<file path="src/rtl/multicycle_control_pkg.sv">
// Shared encodings for the multicycle main control FSM and its output decoder.
// The ALUOp codes are also consumed by the ALU control decoder, so keep them here.
package multicycle_control_pkg;

  localparam int OPW = 4;
  localparam int STW = 4;

  // Opcodes (IR[15:12])
  localparam logic [3:0] OP_RTYPE = 4'b0000;
  localparam logic [3:0] OP_LW    = 4'b1000;
  localparam logic [3:0] OP_SW    = 4'b1011;
  localparam logic [3:0] OP_BEQ   = 4'b0100;
  localparam logic [3:0] OP_JMP   = 4'b0010;
  localparam logic [3:0] OP_ADDI  = 4'b1100;
  localparam logic [3:0] OP_HALT  = 4'b1111;

  // ALUOp codes handed to the ALU control decoder
  localparam logic [1:0] ALUOP_RTYPE = 2'b00;
  localparam logic [1:0] ALUOP_SUB   = 2'b01;
  localparam logic [1:0] ALUOP_ADD   = 2'b10;

  // ALU B input select
  localparam logic [1:0] SRCB_REGB  = 2'b00;
  localparam logic [1:0] SRCB_ONE   = 2'b01;
  localparam logic [1:0] SRCB_IMM   = 2'b10;
  localparam logic [1:0] SRCB_BROFF = 2'b11;

  // PC source select
  localparam logic [1:0] PCSRC_ALU    = 2'b00;
  localparam logic [1:0] PCSRC_ALUOUT = 2'b01;
  localparam logic [1:0] PCSRC_JUMP   = 2'b10;

  // State encodings; 14 and 15 are unused and recover to IDLE
  typedef enum logic [3:0] {
    S_IDLE   = 4'd0,
    S_FETCH  = 4'd1,
    S_DECODE = 4'd2,
    S_MEMADR = 4'd3,
    S_MEMRD  = 4'd4,
    S_MEMWB  = 4'd5,
    S_MEMWR  = 4'd6,
    S_EXEC   = 4'd7,
    S_RWB    = 4'd8,
    S_BRANCH = 4'd9,
    S_JUMP   = 4'd10,
    S_ADDIEX = 4'd11,
    S_ADDIWB = 4'd12,
    S_HALT   = 4'd13
  } state_e;

  // Full datapath control word
  typedef struct packed {
    logic       pc_write;
    logic       pc_write_cond;
    logic       iord;
    logic       mem_read;
    logic       mem_write;
    logic       ir_write;
    logic       mem_to_reg;
    logic       reg_dst;
    logic       reg_write;
    logic       alu_src_a;
    logic [1:0] alu_src_b;
    logic [1:0] pc_source;
    logic [1:0] alu_op;
    logic       halted;
  } ctrl_t;

  // True for every opcode the datapath implements
  function automatic logic is_legal_op(input logic [3:0] op);
    return (op == OP_RTYPE) || (op == OP_LW) || (op == OP_SW) || (op == OP_BEQ) ||
           (op == OP_JMP) || (op == OP_ADDI) || (op == OP_HALT);
  endfunction

endpackage

</file>
<file path="src/rtl/multicycle_control_outdec.sv">
// Purely combinational decode of the current state (plus MemReady in FETCH)
// into the datapath control word.
module multicycle_control_outdec
  import multicycle_control_pkg::*;
(
  input  state_e state,
  input  logic   mem_ready,
  output ctrl_t  ctrl
);

  // Moore decode per state; the instruction load in FETCH follows MemReady
  always_comb begin
    ctrl = '0;
    case (state)
      S_FETCH: begin
        ctrl.mem_read  = 1'b1;
        ctrl.alu_src_b = SRCB_ONE;
        ctrl.alu_op    = ALUOP_ADD;
        ctrl.pc_source = PCSRC_ALU;
        ctrl.ir_write  = mem_ready;
        ctrl.pc_write  = mem_ready;
      end
      S_DECODE: begin
        ctrl.alu_src_b = SRCB_BROFF;
        ctrl.alu_op    = ALUOP_ADD;
      end
      S_MEMADR, S_ADDIEX: begin
        ctrl.alu_src_a = 1'b1;
        ctrl.alu_src_b = SRCB_IMM;
        ctrl.alu_op    = ALUOP_ADD;
      end
      S_MEMRD: begin
        ctrl.mem_read = 1'b1;
        ctrl.iord     = 1'b1;
      end
      S_MEMWB: begin
        ctrl.reg_write  = 1'b1;
        ctrl.mem_to_reg = 1'b1;
      end
      S_MEMWR: begin
        ctrl.mem_write = 1'b1;
        ctrl.iord      = 1'b1;
      end
      S_EXEC: begin
        ctrl.alu_src_a = 1'b1;
        ctrl.alu_src_b = SRCB_REGB;
        ctrl.alu_op    = ALUOP_RTYPE;
      end
      S_RWB: begin
        ctrl.reg_write = 1'b1;
        ctrl.reg_dst   = 1'b1;
      end
      S_BRANCH: begin
        ctrl.alu_src_a     = 1'b1;
        ctrl.alu_src_b     = SRCB_REGB;
        ctrl.alu_op        = ALUOP_SUB;
        ctrl.pc_write_cond = 1'b1;
        ctrl.pc_source     = PCSRC_ALUOUT;
      end
      S_JUMP: begin
        ctrl.pc_write  = 1'b1;
        ctrl.pc_source = PCSRC_JUMP;
      end
      S_ADDIWB: begin
        ctrl.reg_write = 1'b1;
      end
      S_HALT: begin
        ctrl.halted = 1'b1;
      end
      default: ctrl = '0;
    endcase
  end

endmodule

</file>
<file path="src/rtl/multicycle_control.sv">
// Main control FSM for the multicycle datapath: state register, next-state
// logic and the sticky illegal-opcode flag. Outputs come from the decoder.
module multicycle_control
  import multicycle_control_pkg::*;
#(
  parameter int OPW = multicycle_control_pkg::OPW,
  parameter int STW = multicycle_control_pkg::STW
) (
  input  logic           clk,
  input  logic           reset,
  input  logic [OPW-1:0] Opcode,
  input  logic           MemReady,
  output logic           PCWrite,
  output logic           PCWriteCond,
  output logic           IorD,
  output logic           MemRead,
  output logic           MemWrite,
  output logic           IRWrite,
  output logic           MemtoReg,
  output logic           RegDst,
  output logic           RegWrite,
  output logic           ALUSrcA,
  output logic [1:0]     ALUSrcB,
  output logic [1:0]     PCSource,
  output logic [1:0]     ALUOp,
  output logic           Halted,
  output logic           Illegal,
  output logic [STW-1:0] State
);

  state_e state_reg, state_next;
  logic   illegal_reg, illegal_next;
  // Remembers LW vs SW from DECODE so MEMADR never looks at Opcode again
  logic   is_load_reg, is_load_next;
  ctrl_t  ctrl;

  // State and flag registers, cleared asynchronously
  always_ff @(posedge clk or posedge reset) begin
    if (reset) begin
      state_reg   <= S_IDLE;
      illegal_reg <= 1'b0;
      is_load_reg <= 1'b0;
    end else begin
      state_reg   <= state_next;
      illegal_reg <= illegal_next;
      is_load_reg <= is_load_next;
    end
  end

  // Next-state logic; Opcode is only consulted in DECODE
  always_comb begin
    state_next   = state_reg;
    illegal_next = illegal_reg;
    is_load_next = is_load_reg;
    case (state_reg)
      S_IDLE:   state_next = S_FETCH;
      S_FETCH:  state_next = MemReady ? S_DECODE : S_FETCH;
      S_DECODE: begin
        is_load_next = (Opcode == OP_LW);
        case (Opcode)
          OP_LW, OP_SW: state_next = S_MEMADR;
          OP_RTYPE:     state_next = S_EXEC;
          OP_BEQ:       state_next = S_BRANCH;
          OP_JMP:       state_next = S_JUMP;
          OP_ADDI:      state_next = S_ADDIEX;
          default:      state_next = S_HALT;
        endcase
        if (!is_legal_op(Opcode)) begin
          illegal_next = 1'b1;
        end
      end
      S_MEMADR: state_next = is_load_reg ? S_MEMRD : S_MEMWR;
      S_MEMRD:  state_next = MemReady ? S_MEMWB : S_MEMRD;
      S_MEMWB:  state_next = S_FETCH;
      S_MEMWR:  state_next = MemReady ? S_FETCH : S_MEMWR;
      S_EXEC:   state_next = S_RWB;
      S_RWB:    state_next = S_FETCH;
      S_BRANCH: state_next = S_FETCH;
      S_JUMP:   state_next = S_FETCH;
      S_ADDIEX: state_next = S_ADDIWB;
      S_ADDIWB: state_next = S_FETCH;
      S_HALT:   state_next = S_HALT;
      default:  state_next = S_IDLE;
    endcase
  end

  multicycle_control_outdec u_outdec (
    .state     (state_reg),
    .mem_ready (MemReady),
    .ctrl      (ctrl)
  );

  assign PCWrite     = ctrl.pc_write;
  assign PCWriteCond = ctrl.pc_write_cond;
  assign IorD        = ctrl.iord;
  assign MemRead     = ctrl.mem_read;
  assign MemWrite    = ctrl.mem_write;
  assign IRWrite     = ctrl.ir_write;
  assign MemtoReg    = ctrl.mem_to_reg;
  assign RegDst      = ctrl.reg_dst;
  assign RegWrite    = ctrl.reg_write;
  assign ALUSrcA     = ctrl.alu_src_a;
  assign ALUSrcB     = ctrl.alu_src_b;
  assign PCSource    = ctrl.pc_source;
  assign ALUOp       = ctrl.alu_op;
  assign Halted      = ctrl.halted;
  assign Illegal     = illegal_reg;
  assign State       = STW'(state_reg);

endmodule

</file>
<file path="config.mk">
export PLATFORM = sky130hd
export DESIGN_NAME = multicycle_control
export DESIGN_NICKNAME = d
export VERILOG_FILES = /design/src/rtl/multicycle_control_pkg.sv /design/src/rtl/multicycle_control_outdec.sv /design/src/rtl/multicycle_control.sv
export SDC_FILE = /design/constraint.sdc
export NUM_CORES = 1
export LEC_CHECK = 0
export CORE_MARGIN = 2
export CORE_UTILIZATION = 40
export DETAILED_ROUTE_END_ITERATION = 8
export PLACE_DENSITY = 0.78
export RECOVER_POWER = 25
export SLEW_MARGIN = 20
export SYNTH_ARGS = -nofsm -noshare
export SYNTH_HDL_FRONTEND = slang
export SYNTH_SLANG_ARGS = --single-unit
</file>
<file path="constraint.sdc">
create_clock -name clk -period 1.8 [get_ports clk]
set_clock_uncertainty 0.1 [all_clocks]
set_input_delay 0.18 -clock clk [delete_from_list [all_inputs] [get_ports clk]]
set_output_delay 0.18 -clock clk [all_outputs]
set_load 0.01 [all_outputs]
</file>
[Word-level counts from Yosys, hierarchy flattened]
Index checks and enable logic that the tools add are counted.
Word-level totals
  flip-flop bits (word level): 6
  bits in latches: 0
  RAM bits: 0
  bits in read-only memories: 0
  input bits: 7
  output and inout port bits: 22
  memories: 0
Cells by class
  add/sub/neg operators: 0
  multipliers: 0
  div/mod/pow operators: 0
  magnitude comparators: 0
  equal/unequal tests: 19
  shifts and indexed selects: 0
  muxes and demuxes: 20
  bitwise logic cells: 1
  reduce and logical (&&, ||, !) cells: 17
Operators by type and width (number)
  $eq A4 B4 Y1 const B: 10
  $pmux W4 S9: 1
  $eq A4 B3 Y1 const B: 5
  $pmux W4 S5: 1
  $eq A4 B2 Y1 const B: 3
  $mux W1: 11
  $logic_not A4 Y1: 2
  $pmux W2 S2: 2
  $reduce_or A2 Y1: 4
  $reduce_or A4 Y1: 2
  $logic_or A1 B1 Y1: 6
  $pmux W2 S3: 1
  $reduce_or A6 Y1: 1
  $eq A4 B1 Y1 const B: 1
  $mux W2: 2
  $mux W3: 1
  $reduce_or A3 Y1: 1
  $pmux W1 S2: 1
  $reduce_and A2 Y1: 1
  $not A1 Y1: 1

[Depth between registers and ports, before layout]
  depth in word-level cells: 9
  gate-level depth with buffers: 5
  mapped depth without buffers: 3

[Modules after synthesis]
Synthesis repeated with hierarchy kept, for this count alone.
Second synthesis, totals
  cells, all modules: 84
  area, all modules: 709.4 µm²
Modules (own cells, without submodules)
  multicycle_control: times used 1, cells an instance 50, area each 466.7 µm², seq. area each 150.1 µm²
  multicycle_control_outdec: times used 1, cells an instance 34, area each 242.7 µm², seq. area each 0.0 µm²

[Worst setup path after synthesis]
No wires, ideal clock.
  path type: reg2reg
  start point: reg state_reg[0], in the netlist State[0]
  end point: reg illegal_reg, in the netlist Illegal
  library setup time: 0.075 ns
  arrival: 1.362 ns
  slack: 0.262 ns
  cell stages (with the launch flop): 5
  buffers on the path: 1
  period minus slack after synthesis: 1.538 ns
  cell sequence: dfrtp_1 buf_6 or4b_4 nand2b_4 o21bai_2
Between the ends
  cells in the longest elaborated chain, start to end: 2
RTL lines
  from (decl): RTL line multicycle_control.sv:31  | state_e state_reg, state_next;
  from (signal assigned): RTL line multicycle_control.sv:44  | state_reg <= state_next;
  $eq A4 B2 Y1: RTL line multicycle_control.sv:55  | case (state_reg)
  $reduce_and A2 Y1 (no line)
  to (signal assigned): RTL line multicycle_control.sv:45  | illegal_reg <= illegal_next;
  to (decl): RTL line multicycle_control.sv:32  | logic illegal_reg, illegal_next;
Every way passes these cells.
A chain may end at the register's enable or synchronous reset.

[Final worst setup path]
Same ends and word-level chain as after synthesis.

==> summary.md <==
| Metric | Value |
|---|---|
| Status | `finished clean` |
| Share of the yosys chip area belonging to registers | `approximately a quarter` |
| Num rows | `14` |
| Worst setup EP type | `flip-flop` |
| Total power | `0.00173 W` |
| Clk pin slew, worst setup/hold paths | `0.05 ns` |
| Vias after detailed routing | `760` |
| CTS tree | `built` |
| Setup violators final | `0` |
| Slowest stage cell, crit path | `or4b_4` |
| Share of cells above drive strength 1 | `29.6%` |
| Drt wl/cell | `13.7 um` |
| Maximum vdd drop | `approximately 0.85 mV` |
| Global-route wire length before repair | `3310 um` |
| # DRC | `0` |
| Gr ovfl total | `0` |
| Power per cell area | `~1600 nW/um^2` |
| GRT Overall Usage | `23.2%` |
| Critical Path Max Stage Delay | `0.55 ns` |
| Die H | `approximately 44 um` |
| PortBufs | `28` |
| Period utilization | `96.6%` |
| Largest net degree at the start of global routing | `14` |
| Core Area | `1490 um^2` |
| Vias in the first global route | `750` |
| Total die area | `1920 um^2` |
| Drt pass-1 iters | `4` |
| Clock power frac | `7.1%` |
| Detailed placement HPWL | `1420 um` |
| Cell Area, Synth | `around 630 um^2` |
| FF-to-FF path depth | `5` |
| Yosys reg bits | `6` |
| Vias per cell | `roughly 5.4` |
| Worst-Margin Slew | `0.368 ns` |
| Setup TNS | `0 ns` |
| Final slew viol count | `0` |
| Final Net Count | `134` |
| Max Freq | `575 MHz` |
| Post-synthesis net count | `between 80 and 90` |
| P_int | `0.000979 W` |
| Post-Syn Area per Cell | `a little under 8 um^2` |
| Sw Share | `43.4%` |
| Routed WL | `1930 um` |
| Starting DRT DRC Count | `10` |
| Area growth, synth to finish | `68.0%` |
| Root buffer cell | `clkbuf_4` |
| WP data required | `1.86 ns` |
| Critical path arrival | `1.80 ns` |
| GP Congestion | `between 0.7 and 0.8` |
| Effective utilization at floorplan | `42.6%` |
| Post-layout minimum cycle time | `1.74 ns` |
| Worst skew pair latency | `0.24 ns` |
| Die width | `43.8 um` |
| Max Buffers Root-to-Sink | `2` |
| Post-synth EDFFs | `0` |
| Design area | `1070 um^2` |
| Post-synth top area share | `23.7%` |
| Cell taking the most area after synthesis | `dfrtp_1` |
| Pleak | `0.522 nW` |
| CP Launch Type | `flip-flop` |
| CTS Buf Count | `3` |
| Most frequent CP cell | `buf_4` |
| Final ANT Viol Nets | `0` |
| Total number of H-tree levels | `1` |
| Synth Warn # | `0` |
| Yosys cell types | `38` |
| Max Cap Violations | `0` |
| Ranking of synthesized cells by area | `dfrtp_1 (24%), nor2_1 (6.5%), nand2_1 (4.1%)` |
| I/O pin cnt | `29` |
| Fin. Hold Viols | `0` |
| HP Class | `input port to async pin` |
| Clock Sinks | `6` |
| Primary FF master, synth | `dfrtp_1` |
| Sequential share of power | `15.9%` |
| Synthesized instance count | `82` |
| Crit Path Max Fanout | `5` |
| Ys async rst share | `100%` |
| Sw power | `0.000750 W` |
| CP cell instances | `buf_4 -> buf_4 -> or4b_4 -> nand2b_4 -> o21bai_2` |
| Max reg flops | `4` |
| Combinational Power Share | `76.9%` |
| Most common cell after layout, fill and taps aside | `buf_4` |
| Relative slew slack | `~75%` |
| RSZ-0062 raised after global routing | `false` |
| Commonest non-fill, non-tap cells in the layout | `buf_4 (19), dlygate4sd2_1 (16), nor2_1 (11), clkdlybuf4s50_1 (9), nand2_1 (6)` |
| Post-DP Area | `1010 um^2` |
| Setup CP Type | `flip-flop to flip-flop` |
| N_diodes | `0` |
| Initial antenna violation count | `0` |
cells by family (layout without fill, tap and decap cells):
| kind of cell | Yosys count | in the layout | synth area share [%] |
|---|---|---|---|
| flip-flops | 6 | 6 | 23.7 |
| XOR/XNOR | 3 | 3 | 4.14 |
| multiplexers | 4 | 4 | 6.71 |
| buffers and inverters | 12 | 55 | 9.66 |
| AO/OA/AOI/OAI | 20 | 20 | 23.7 |
| AND/OR/NAND/NOR | 37 | 37 | 32.1 |
worst paths after layout:
| kind | from | end | slack (ns) |
|---|---|---|---|
| setup / recovery | State[0] | Illegal | 0.06 |
| hold / removal | reset | State[3] | 0.20 |
| setup reg to reg | State[0] | Illegal | 0.06 |
| hold reg to reg | Illegal | Illegal | 0.38 |
| max in group asynchronous | reset | State[1] | 1.17 |
| min in group clk | Illegal | Illegal | 0.38 |
power by group through the flow:
stage / registers, W / clock network (W) / logic, W
CTS: 0.000267 / 0.000126 / 0.00130
global route: 0.000287 / 0.000140 / 0.00144
finish: 0.000276 / 0.000123 / 0.00133
global placement: 0.000280 / 0 / 0.00127
detailed placement: 0.000284 / 0 / 0.00130
floorplan: 0.000272 / 0 / 0.000672
layer usage:
layer	part of all wire, %	wire length (um)	vias up	global-route usage, %
met5	0	0	-	0
met1	42	810	356	26.9
met2	53	1020	25	41.5
met3	4.6	88	2	2.50
met4	0.21	4	0	11.5
li1	-	-	377	-
worst max-delay path: cells and delay by family, from the launching register on:
| kind | cells | cell delay (ns) |
|---|---|---|
| and+or+nand+nor | 2 | 0.71 |
| DFF | 1 | 0.43 |
| buffers and inverters | 2 | 0.29 |
| AOI/OAI and AO/OA | 1 | 0.12 |
cell usage after synthesis (all sizes together), types with 2 or more instances:
cell type / instances
dfrtp: 6
a21oi: 4
o21ai: 3
nand3b: 2
buf: 5
clkbuf: 3
mux2: 2
or2: 3
or4b: 2
mux2i: 2
nand2b: 4
nor3: 5
nor2: 11
xnor2: 3
nand2: 7
inv: 4
layout make-up:
| class | count | area, um^2 |
|---|---|---|
| multi-input cells | 64 | 439 |
| fillers | 130 | 423 |
| repair buffers | 48 | 417 |
| flip-flops and latches | 6 | 153 |
| clock buffers | 3 | 22.5 |
| well taps | 16 | 20.0 |
| inverters | 4 | 15.0 |
through the flow:
step | hold slack (ns) | setup slack (ns) | instances | util [%]
after floorplan | -0.129 | 0.262 | 82 | -
after global placement | 0.305 | 0.00111 | 134 | 67.7
after detailed placement | 0.309 | -0.105 | 134 | 67.7
after CTS | 0.0579 | -0.00657 | 141 | 70.7
after global routing | 0.232 | 0.0120 | 141 | 71.6
final | 0.200 | 0.0605 | 141 | 71.6
timing repair:
action | CTS | global route
hold buffers | 0 | 0
pin swaps | 0 | 1
hold endpoints to repair | 0 | 0
setup endpoints to repair | 17 | 4
gates resized for setup | 22 | 3
setup buffers | 4 | 0
gates cloned | 0 | 0
(Power assumes the default switching activity.)
